File: src/rtl/rv32_mem_access.sv
// RV32 memory stage: data-bus load/store with byte-lane steering and load extension,
// branch resolution, and the writeback-stage pipeline register.
module rv32_mem_access (
    input  logic        clk,
    input  logic        reset_n,
    input  logic        stall_in,
    input  logic        flush_in,
    input  logic        mem_read_en_in,
    input  logic        mem_write_en_in,
    input  logic [1:0]  mem_width_in,
    input  logic        mem_zero_extend_in,
    input  logic [1:0]  branch_op_in,
    input  logic [4:0]  rd_in,
    input  logic        rd_writeback_in,
    input  logic [31:0] result_in,
    input  logic [31:0] rs2_value_in,
    input  logic [31:0] branch_pc_in,
    output logic [31:0] data_address_out,
    output logic        data_read_out,
    output logic        data_write_out,
    output logic [3:0]  data_write_mask_out,
    output logic [31:0] data_write_value_out,
    input  logic [31:0] data_read_value_in,
    input  logic        data_ready_in,
    output logic        busy_out,
    output logic        misaligned_out,
    output logic        branch_taken_out,
    output logic [31:0] branch_pc_out,
    output logic [4:0]  rd_out,
    output logic        rd_writeback_out,
    output logic [31:0] rd_value_out
);

    typedef enum logic { ISSUE, DONE } state_t;

    localparam logic [1:0] WIDTH_BYTE = 2'd0;
    localparam logic [1:0] WIDTH_HALF = 2'd1;

    localparam logic [1:0] BR_NEVER    = 2'd0;
    localparam logic [1:0] BR_ZERO     = 2'd1;
    localparam logic [1:0] BR_NON_ZERO = 2'd2;

    state_t      state, state_next;
    logic [1:0]  addr_low;
    logic        misaligned;
    logic        mem_access;
    logic        update;
    logic [31:0] captured_data;
    logic [31:0] load_raw;
    logic [31:0] load_shifted;
    logic [31:0] load_value;

    assign addr_low         = result_in[1:0];
    assign data_address_out = {result_in[31:2], 2'b00};
    assign branch_pc_out    = branch_pc_in;

    // Width 3 is reserved and behaves like a word access.
    assign misaligned = (mem_width_in == WIDTH_HALF) ? addr_low[0] :
                        (mem_width_in == WIDTH_BYTE) ? 1'b0 : (addr_low != 2'b00);
    assign mem_access = (mem_read_en_in | mem_write_en_in) & ~flush_in;

    always_ff @(posedge clk) begin
        if (!reset_n) state <= ISSUE;
        else          state <= state_next;
    end

    // NOTE: every signal driven here gets a default first so no latch can be inferred.
    always_comb begin
        state_next           = state;
        data_read_out        = 1'b0;
        data_write_out       = 1'b0;
        data_write_mask_out  = 4'b0000;
        data_write_value_out = rs2_value_in;
        branch_taken_out     = 1'b0;

        if (state == ISSUE && !flush_in && !misaligned) begin
            data_read_out  = mem_read_en_in;
            data_write_out = mem_write_en_in;
        end

        case (mem_width_in)
            WIDTH_BYTE: data_write_value_out = {4{rs2_value_in[7:0]}};
            WIDTH_HALF: data_write_value_out = {2{rs2_value_in[15:0]}};
            default:    data_write_value_out = rs2_value_in;
        endcase

        if (data_write_out) begin
            case (mem_width_in)
                WIDTH_BYTE: data_write_mask_out = 4'b0001 << addr_low;
                WIDTH_HALF: data_write_mask_out = addr_low[1] ? 4'b1100 : 4'b0011;
                default:    data_write_mask_out = 4'b1111;
            endcase
        end

        case (state)
            ISSUE: if ((data_read_out | data_write_out) && data_ready_in && stall_in)
                       state_next = DONE;
            DONE:  if (!stall_in) state_next = ISSUE;
            default: state_next = ISSUE;
        endcase

        case (branch_op_in)
            BR_NEVER:    branch_taken_out = 1'b0;
            BR_ZERO:     branch_taken_out = (result_in == 32'd0);
            BR_NON_ZERO: branch_taken_out = (result_in != 32'd0);
            default:     branch_taken_out = 1'b1;
        endcase
        if (flush_in) branch_taken_out = 1'b0;
    end

    assign busy_out = (data_read_out | data_write_out) & ~data_ready_in;
    assign update   = ~stall_in & ~busy_out;

    // Lane extraction uses the captured word once the bus has already answered.
    always_comb begin
        load_raw     = (state == DONE) ? captured_data : data_read_value_in;
        load_shifted = load_raw >> {addr_low, 3'b000};
        case (mem_width_in)
            WIDTH_BYTE: load_value = {{24{~mem_zero_extend_in & load_shifted[7]}}, load_shifted[7:0]};
            WIDTH_HALF: load_value = {{16{~mem_zero_extend_in & load_shifted[15]}}, load_shifted[15:0]};
            default:    load_value = load_raw;
        endcase
    end

    // NOTE: captured_data is a plain data holding register and is deliberately not reset;
    // it is only read in DONE, which is always entered after a capture.
    always_ff @(posedge clk) begin
        if (state == ISSUE && data_read_out && data_ready_in)
            captured_data <= data_read_value_in;
    end

    always_ff @(posedge clk) begin
        if (!reset_n) begin
            rd_out           <= 5'd0;
            rd_writeback_out <= 1'b0;
            rd_value_out     <= 32'd0;
            misaligned_out   <= 1'b0;
        end else begin
            misaligned_out <= update & mem_access & misaligned;
            if (update) begin
                rd_out           <= rd_in;
                rd_value_out     <= mem_read_en_in ? load_value : result_in;
                rd_writeback_out <= rd_writeback_in & ~flush_in & ~(mem_access & misaligned);
            end
        end
    end

endmodule
File: config.mk
export PLATFORM = sky130hd
export DESIGN_NAME = rv32_mem_access
export DESIGN_NICKNAME = d
export VERILOG_FILES = /design/src/rtl/rv32_mem_access.sv
export SDC_FILE = /design/constraint.sdc
export NUM_CORES = 1
export LEC_CHECK = 0
export ABC_AREA = 1
export CORE_MARGIN = 2
export CORE_UTILIZATION = 35
export CTS_CLUSTER_DIAMETER = 50
export CTS_CLUSTER_SIZE = 10
export DETAILED_ROUTE_END_ITERATION = 10
export PLACE_DENSITY = 0.83
export SETUP_SLACK_MARGIN = 0.15
export SYNTH_ARGS = -nofsm -noshare
export SYNTH_HDL_FRONTEND = slang
export SYNTH_SLANG_ARGS = --single-unit
File: constraint.sdc
create_clock -name clk -period 3.7 [get_ports clk]
set_input_delay 0.74 -clock clk [delete_from_list [all_inputs] [get_ports clk]]
set_output_delay 0.74 -clock clk [all_outputs]
set_load 0.005 [all_outputs]
---- Word-level counts from Yosys, hierarchy flattened ----
Index checks and enable logic that the tools add are counted.
word-level totals
  output and inout bits ................... 143
  logic and storage cells ................. 59
  flip-flop bits (word level) ............. 72
  bits of input ports ..................... 146
cells by class
  bitwise logic cells ..................... 19
  eq/ne operators ......................... 3
  reduce and logical (&&, ||, !) cells .... 13
  shift-type cells ........................ 2
  muxes and demuxes ....................... 16
operators by type and width
  cell                                             number
  one-hot mux 32 bit (2 select lines)              2
  two-way mux 32 bit                               2
  zero test 32 bit                                 1
  nonzero test 32 bit                              1
  right shift 32 x 5 -> 16 bit                     1
  AND 1 bit                                        10
  two-way mux 4 bit                                2
  one-hot mux 4 bit (2 select lines)               1
  two-way mux 1 bit                                7
  NOT 1 bit                                        7
  logical AND 1 bit                                6
  == test 2 x 1 -> 1 bit, second input constant    2
  zero test 2 bit                                  2
  << shifter 1 x 2 -> 4 bit, first input constant  1
  one-hot mux 1 bit (3 select lines)               1
  == test 2 bit, second input constant             1
  zero test 1 bit                                  2
  bitwise OR 1 bit                                 2
  one-hot mux 1 bit (2 select lines)               1
  nonzero test 2 bit                               1

---- Logic depth before layout (Yosys ltp) ----
Gate-level depths: netlist of the first run.
  word-level depth ........................ 12
  gate-level depth with buffers ........... 13
  depth with buffers taken out ............ 11

---- Least setup slack after synthesis of the first run ----
OpenSTA, ideal clock, no wires.
  path type ............................... input to register
  start point ............................. in mem_read_en_in
  end point ............................... reg captured_data[0] (enable)
  path slack .............................. -0.239 ns
  cell stages on the path ................. 4
  buffers on the path ..................... 2
  setup time .............................. 0.461 ns
  required time ........................... 3.239 ns
  arrival ................................. 3.478 ns
  cells stage by stage .................... inv_1 buf_1 clkbuf_1 nor3_1
between the ends
  longest elaborated chain between the ends .. 3
ends and longest elaborated chain
  item                            line  RTL
  start, declared                 8     input logic mem_read_en_in,
  two-way mux 1 bit               76    if (state == ISSUE && !flush_in && !misaligned) begin
  logical AND 1 bit (2 in a row)  128   if (state == ISSUE && data_read_out && data_ready_in)
  end signal, assigned            129   captured_data <= data_read_value_in;
  end, declared                   48    logic [31:0] captured_data;
Every way passes these cells.
A chain may end at the register's enable or synchronous reset.

---- Final worst setup path of the first run ----
  start point ............................. in mem_width_in[1]
  end point ............................... out data_write_value_out[10]
between the ends
  longest elaborated chain between the ends .. 2
  elaborated cells on any way between the ends .. 3
  classes of those cells .................. eq/ne: 1; mux: 1; reduce/logical: 1
ends and longest elaborated chain
  item                                                              line  RTL
  start, declared                                                   10    input logic [1:0] mem_width_in,
  == test 2 x 1 -> 1 bit / zero test 2 bit (equally long branches)  81    case (mem_width_in)
  one-hot mux 32 bit (2 select lines) *                             81
  end, declared                                                     22    output logic [31:0] data_write_value_out,
Every way passes the cells marked *; elsewhere a longest branch is shown, timed or not.

==> results.md, run 1 <==
- Walking the worst path, the cells encountered are clkdlybuf4s50_1, buf_4, nor2_1, buf_4, o21ai_0, clkdlybuf4s50_1.
- The number of synthesized flops with an enable pin is 32.
- For this run, design rule violations remaining after detail routing come to 0.
- Setup violations remaining at the end of the flow were counted as 0.
- The clock edge transition at the registers on the reported setup and hold paths is 60 ps.
- The combined global-route utilization of all metal layers is 0.240.
- TritonCTS built the clock tree.
- The distinct cell type count after synthesis is 26.
- The initial detailed-routing violation count is 527.
- The data arrival at the endpoint of the critical path is 2700 ps.
- Setup repair after global routing left no endpoint under its margin.
- The flow ran to the end, and the final reports show no timing, DRC or antenna violations.
- For this block, the routed nets add up to 18.0 mm of wire.
- The type of destination of the critical path is a primary output.
- The clock tree synthesis step divided the H-tree into 3 levels.
- At the pin with the least slew margin, the transition time is 541 ps.
- The number of sinks driven by the clock tree is 72.
- The critical path's largest stage delay is 590 ps.
- The most instantiated flip-flop cell in the synthesis netlist is dfxtp_1.
- The part of the Yosys area used for sequential elements is 0.366.
- The root buffer cell chosen for the clock tree is clkbuf_16.
- Pin placement for this block handled 289 I/O pins.
- The via count of the first global-routing pass is 5,137.
- The number of hold-repair buffers added at the cts stage is 0.
- The number of antenna violations at the first check in global routing was 2.
- The y dimension of the die is 121 um.
- The floorplan step defined a die boundary enclosing 14,700 sq um.
- The overall power of the completed layout is 2.44 mW.
- In the synthesized netlist, the cells that appear most often are 258 x nand2_1, 75 x buf_4, 65 x a21oi_1.
- The number of buffers inserted during clock tree synthesis is 9.
- The max-capacitance violation count is 0.
- The total overflow left after global routing is 0.
- Between clock sinks in the finished design, the worst skew comes to 7.51 ps.
- The areal power density over the cells is 347 nW/um^2.
- The setup total negative slack is 0 ps.
- The routed layout has 5,261 vias.
- In the final layout, the share of cells above drive strength 1 is 0.0683.
- By startpoint and endpoint, the worst setup path is classified as input port to primary output.
- A synthesized cell averages 6.71 sq um.
- The part of the power in registers is 0.367.
- The detail route stage leaves a number of antenna-violating nets equal to 0.
- The worst path in the final design needs a cycle of 3440 ps, including I/O delays and setup.
- After technology mapping, the gate count stands at 717.
- The number of synthesized register bits is 72.
- The share of total power dissipated in the clock network is 0.372.
- STA puts the critical path data required time at 2960 ps.
- Dividing the final minimum period by the clock period gives 0.930.
- Excluding fillers, the count of instances in the completed layout stands at 1,042.
- The pre-antenna-repair detailed-routing pass consisted of 5 iterations.
- The wire length of the first global-routing pass is 27.1 mm.
- Yosys instantiated no cell more often than nand2_1.
- After detailed routing, the met2 layer carries 8.99 mm of wire.
- The internal portion of the total power is 1.78 mW.
- The starting utilization of the core area is 0.360.
- The normalized max-slew margin is 0.639.
- The max-slew violation count is 0.
- The fill cell instance count of the final layout is 1,289.
- For this run, the number of Yosys warnings is 0.
- The post-detailed-route via-to-cell ratio is 5.05.
- The total instance count after detailed placement is 1,025.
- The highest metal layer carrying signal wires in the routed design is met4.
- The estimated wirelength of the detail-placed design is 14.0 mm.
- After floorplanning, the core was sized to cover 13,300 sq um.
- From left edge to right edge, the die measures 121 um.
- The maximum fanout along the worst path is 25.
- The number of placement rows is 42.
- The routed length on met1 is 6.91 mm.
- The post-layout worst setup margin is 259 ps.
- The cell type of the slowest stage on the worst timing path is clkdlybuf4s50_1.
- The clock reaches the later pin of the worst-skew pair after 330 ps.
- Of the total power, combinational logic draws 0.262.
- Across all hold checks on the routed design, the worst slack comes to 474 ps.
- In this run the register-to-register setup slack is 1220 ps.
- The routed design uses 1.51 mm of met3 wire.
- The total of buffers placed on input and output ports is 222.
- The area of the mapped netlist is 4810 sq um.
- Entering global routing, the biggest net connects 49 pins.
- The cell type with the highest aggregate area in the netlist is nand2_1.
- The maximum achievable frequency is 291 MHz.
- The buffer levels on the longest clock path is 2.
- In the final routed layout, each cell accounts on average for 17.3 um.
- For this design the total switching power over the nets is 0.659 mW.
- Yosys attributes the largest share of cell area to nand2_1 20%, edfxtp_1 20%, dfxtp_1 17%.
- The area growth from synthesis to layout is 46.2%.
- The share of synthesized area in the top cell type comes to 0.201.
- The net count reported at finish is 1,006.
- The final-report hold violation count was 0.
- The static leakage power is 3.03 nW.
- The worst hold path belongs to the class register to register.
- The congestion estimate from routability-driven global placement came to 0.951.
- Of the total power, the share spent switching nets is 0.270.
- The maximum vdd ir drop is 0.222 mV.
- The fraction of registers with async set or reset after synthesis is 0.
- The placement-stage worst setup slack is 112 ps.
- The startpoint type of the worst setup path is an input port.
## area by class of cell
cell class	instances	area [sq um]	share of cell area
diodes	2	5.00	0.000712
clock buffers	11	258	0.0367
clock inverters	4	52.6	0.00748
inverters	42	158	0.0224
multi-input cells	496	2200	0.314
flip-flops and latches	72	1760	0.251
well taps	176	220	0.0313
repair buffers	239	2370	0.337
## layout by cell type, fill, tap and decap left out, types with 4 or more instances in the layout
master           netlist  routed
nand2_1              258     258
o211ai_1               8       8
buf_4                 75      16
o21ai_1                8       8
nand3_1               48      48
clkdlybuf4s50_1        0     219
inv_1                 33      33
dfxtp_1               40      40
a21oi_1               65      64
inv_2                  8       8
clkbuf_16              0      10
o21ai_0               48      48
or2_2                 10      10
nor2_1                31      30
nor4_1                 4       4
edfxtp_1              32      32
## layer usage
| layer | up-vias | global-route usage |
|---|---|---|
| met5 | - | 0 |
| met4 | 0 | 0.0797 |
| met3 | 41 | 0.0550 |
| met2 | 291 | 0.421 |
| met1 | 2380 | 0.288 |
| li1 | 2549 | - |
## critical path, delay by kind of cell
family	cells	cell delay, ps
buffers and inverters	4	1640
AOI/OAI and AO/OA	1	200
and+or+nand+nor	1	110
## kinds of logic (layout without fill, tap and decap cells)
family                 count (synthesis)  after routing  synth area share
flip-flops                            72             72             0.366
AND/OR/NAND/NOR                      364            364             0.313
AO/OA/AOI/OAI                        130            130             0.140
buffers and inverters                150            296             0.180
other                                  1              4          0.000780
## power by group through the flow
| stage | Combinational (mW) | Clock (mW) | Sequential, mW |
|---|---|---|---|
| global route | 0.693 | 0.945 | 0.899 |
| detailed placement | 0.631 | 0 | 0.910 |
| floorplan | 0.299 | 0 | 0.912 |
| CTS | 0.635 | 0.916 | 0.894 |
| finish | 0.638 | 0.906 | 0.895 |
| global placement | 0.624 | 0 | 0.910 |
## repair_timing
action                     CTS  global route
pin swaps                    0             0
setup endpoints to repair    1             5
setup buffers                0             0
gates resized for setup      1             4
## state kept, by name, indices dropped and copies added, names as in the netlist
name,count
captured_data,32
state,1
rd_value_out,32
misaligned_out,1
rd_out,5
rd_writeback_out,1
## metrics by stage
stage               area (sq um)  utilization
global placement            6700        0.502
detailed placement          6700        0.502
floorplan                   4820            -
global route                7030        0.527
CTS                         7010        0.525
finish                      7030        0.527
## final timing paths
| path | depth (start not counted) | start | end |
|---|---|---|---|
| max | 6 | mem_width_in[1] | data_write_value_out[10] |
| min | 2 | rd_value_out[6]$_SDFFE_PN0P_ | rd_value_out[6]$_SDFFE_PN0P_ |
| max reg2reg | 12 | state$_SDFF_PN0_ | rd_value_out[12]$_SDFFE_PN0P_ |
| min reg2reg | 2 | rd_value_out[6]$_SDFFE_PN0P_ | rd_value_out[6]$_SDFFE_PN0P_ |
No activity file was read; power rests on OpenSTA's default activity.
==> run 2, diff against run 1 <==
==> constraint.sdc (replaced) <==
create_clock -name clk -period 3.7 [get_ports clk]
set_input_delay 0.555 -clock clk [delete_from_list [all_inputs] [get_ports clk]]
set_output_delay 0.555 -clock clk [all_outputs]
set_load 0.005 [all_outputs]
==> run 2 against run 1 <==
Net effect: critical path depth rose by 3; clock power fell by 9.7%; clock skew barely moved; routed wire length fell by 2.0%; global-route usage fell by 0.44 points; via count fell by 0.51%; utilization fell by 0.65 points.
==> results.md, run 2 (synthesized netlist as in run 1, its figures left out) <==
- The max-slew violation count is 0 (unchanged).
- The normalized max-slew margin is 0.635 (-0.00411).
- The cell family contributing the most delay on the critical path is buffers and inverters.
- The shortest period the worst path allows is 3220 ps (-224 ps).
- The areal power density over the cells is 338 nW/um^2 (-2.7%).
- The data required time at the worst endpoint is 3140 ps (+180 ps).
- Setup repair after global routing left no endpoint under its margin.
- The buffer levels on the longest clock path is 2 (unchanged).
- The top cell types in the final layout, fill and taps aside, are 258 x nand2_1, 222 x clkdlybuf4s50_1, 65 x a21oi_1.
- The wire length of the first global-routing pass is 26.2 mm (-3.4%).
- The clock edge transition at the registers on the reported setup and hold paths is 60 ps (about the same).
- The die width is 121 um (unchanged).
- The number of buffer and inverter stages on the critical path is 2 (-2).
- The number of sinks driven by the clock tree came to 72 (unchanged).
- The category of the most critical setup path is input port to primary output.
- The critical path goes through clkdlybuf4s50_1, nor2_1, nand3_1, nor2_1, nand3_1, nor2_1, o21ai_0, nor2_1, clkdlybuf4s50_1.
- The path class of the tightest hold or removal check is register to register.
- The maximum achievable frequency was 311 MHz (+6.9%).
- The number of search-and-repair iterations in the first detailed-routing pass is 6 (+1).
- The share of final-layout standard cells stronger than drive strength 1 was 0.0616 (-0.00673).
- The number of antenna violations at the first check in global routing was 0 (-2).
- The slowest stage of the critical path is the clkdlybuf4s50_1 cell.
- The met2 track utilization from global routing came to 0.425 (+0.00386).
- The post-route non-filler standard cell count is 1,037 (-0.48%).
- The critical path's largest stage delay is 550 ps (-40 ps).
- The remaining design rule violation count was 0 (unchanged).
- The number of buffers inserted during clock tree synthesis is 9 (unchanged).
- The net count reported at finish is 1,003 (-0.30%).
- The share of the core filled with cells is 0.520 (-0.00647).
- The worst reg2reg path depth is 11 (-1).
- The number of endpoints failing setup at the final stage is 0 (unchanged).
- The post-CTS setup buffer count is 0 (unchanged).
- Leaving out fill and tap cells, the most frequent cell in the layout is nand2_1.
- The worst-case register-to-register setup slack is 1480 ps (+260 ps).
- The number of hold-repair buffers added at the cts stage is 0 (unchanged).
- The worst register-to-register path ends at rd_value_out[15]$_SDFFE_PN0P_.
- The average routed wire per standard cell is 17.0 um (-1.5%).
- The post-detailed-route via-to-cell ratio is 5.05 (about the same).
- The total instance count after detailed placement is 1,022 (-0.29%).
- The final worst clock skew is 7.65 ps (+0.134 ps).
- The endpoint of the worst hold-timing path is rd_value_out[6]$_SDFFE_PN0P_.
- The post-cts sizing count was 0 (-1).
- The combined global-route utilization of all metal layers was 0.235 (-0.00439).
- The maximum fanout along the worst path is 6 (-76%).
- The floorplan die area is 14,700 sq um (unchanged).
- The maximum vdd ir drop is 0.255 mV (+15%).
- Compared with the post-synthesis result, the final layout area differs by 44.4%.
- The final-report hold violation count is 0 (unchanged).
- The type of destination of the critical path is a primary output.
- The total of buffers placed on input and output ports is 222 (unchanged).
- TritonCTS built the clock tree.
- The most numerous cell type found on the critical path is nor2_1.
- The worst-skew pair later-pin latency came to 330 ps (about the same).
- The share of the cycle needed by the critical path after routing is 0.870 (-0.0604).
- The worst-margin pin slew was 547 ps (+6.16 ps).
- The setup total negative slack is 0 ps (unchanged).
- The starting utilization of the core area was 0.360 (unchanged).
- The estimated wirelength of the detail-placed design is 13.9 mm (-0.56%).
- The total inserted antenna cells is 0 (-2).
- The area of the core was 13,300 sq um (unchanged).
- The flow ran to the end, and the final reports show no timing, DRC or antenna violations.
- The path length in cells of the critical path was 9 (+3).
- The fraction of met1 tracks used by global routing is 0.268 (-0.0201).
- The initial detailed-routing violation count is 363 (-31%).
- The startpoint of the tightest hold check path is rd_value_out[6]$_SDFFE_PN0P_.
- The final routed wirelength across all metal layers was 17.6 mm (-2.0%).
- The y dimension of the die is 121 um (unchanged).
- The largest registers in the layout are captured_data (32), rd_value_out (32), rd_out (5).
- The max-capacitance violation count is 0 (unchanged).
- The number of placement rows is 42 (unchanged).
- The routed via count is 5,234 (-0.51%).
- The pin count of the biggest net entering global routing is 51 (+4.1%).
- The depth of the worst hold-timing path is 2 (unchanged).
- The total non-filler cell area in the finished layout is 6940 sq um (-1.2%).
- The root buffer cell chosen for the clock tree is clkbuf_16.
- The startpoint type of the worst setup path is an input port.
- The via count of the first global-routing pass came to 4,861 (-5.4%).
- The data arrival at the endpoint of the critical path is 2660 ps (-40 ps).
- The static leakage power is 2.97 nW (-2.2%).
- The critical register-to-register path startpoint is state$_SDFF_PN0_.
- The final antenna-violating net count is 0 (unchanged).
- The number of ports placed on the die boundary came to 289 (unchanged).
- The leftover overflow at the end of global routing is 0 (unchanged).
- The routability congestion estimate came to 0.890 (-6.4%).
- The H-tree level count is 3 (unchanged).
- The met3 global-route usage came to 0.0700 (+0.0150).
- The layer with the highest usage is met2.
- The placed standard-cell area is 6670 sq um (-0.52%).
[run 2: changes by cell type in the layout (fill, tap and decap cells not counted), moves of 2 or more]
cell             previous run  this run
clkdlybuf4s50_1           219       222
diode_2                     2         0
buf_4                      16        14
dlymetal6s2s_1              3         0
clkinv_4                    2         0
[run 2: stage by stage]
| stage | total power [mW] | setup slack, ps | hold WS, ps |
|---|---|---|---|
| after global routing | 2.46 | 304 | 513 |
| final | 2.34 | 482 | 477 |
| after global placement | 1.53 | 518 | 455 |
| after CTS | 2.35 | 488 | 479 |
| after detailed placement | 1.54 | 492 | 468 |
| after floorplan | 1.21 | 914 | 462 |
[run 2: routing by layer]
layer,vias up,routed length (um)
met1,2385,6580
li1,2536,-
met3,33,1650
met4,0,382
met5,-,0
met2,280,9030
[run 2: worst max-delay path by stage]
stage	startpoint	endpoint
6_report	result_in[1]	branch_taken_out
5_1_grt	result_in[1]	branch_taken_out
4_1_cts	result_in[1]	branch_taken_out
3_5_place_dp	result_in[1]	branch_taken_out
3_3_place_gp	result_in[1]	branch_taken_out
2_1_floorplan	mem_read_en_in	captured_data[0]$_DFFE_PP_
[run 2: final cells by class]
type,instances,area [sq um]
clock inverters,3,16.3
well taps,176,220
multi-input cells,496,2200
clock buffers,12,262
fillers,1298,6400
inverters,42,158
repair buffers,236,2330
flip-flops and latches,72,1760
[run 2: worst register-to-register path: cells and delay by family (launching register included)]
kind,cells,cell delay (ps)
compound gates,1,120
buf+inv,2,450
flops,1,330
simple gates,8,1260
[run 2: power breakdown]
part,switching (mW),total (mW),leakage (nW),internal [mW]
logic,0.298,0.631,2.20,0.333
registers,0.0199,0.895,0.623,0.875
clock network,0.322,0.818,0.141,0.497
total,0.640,2.34,2.97,1.71
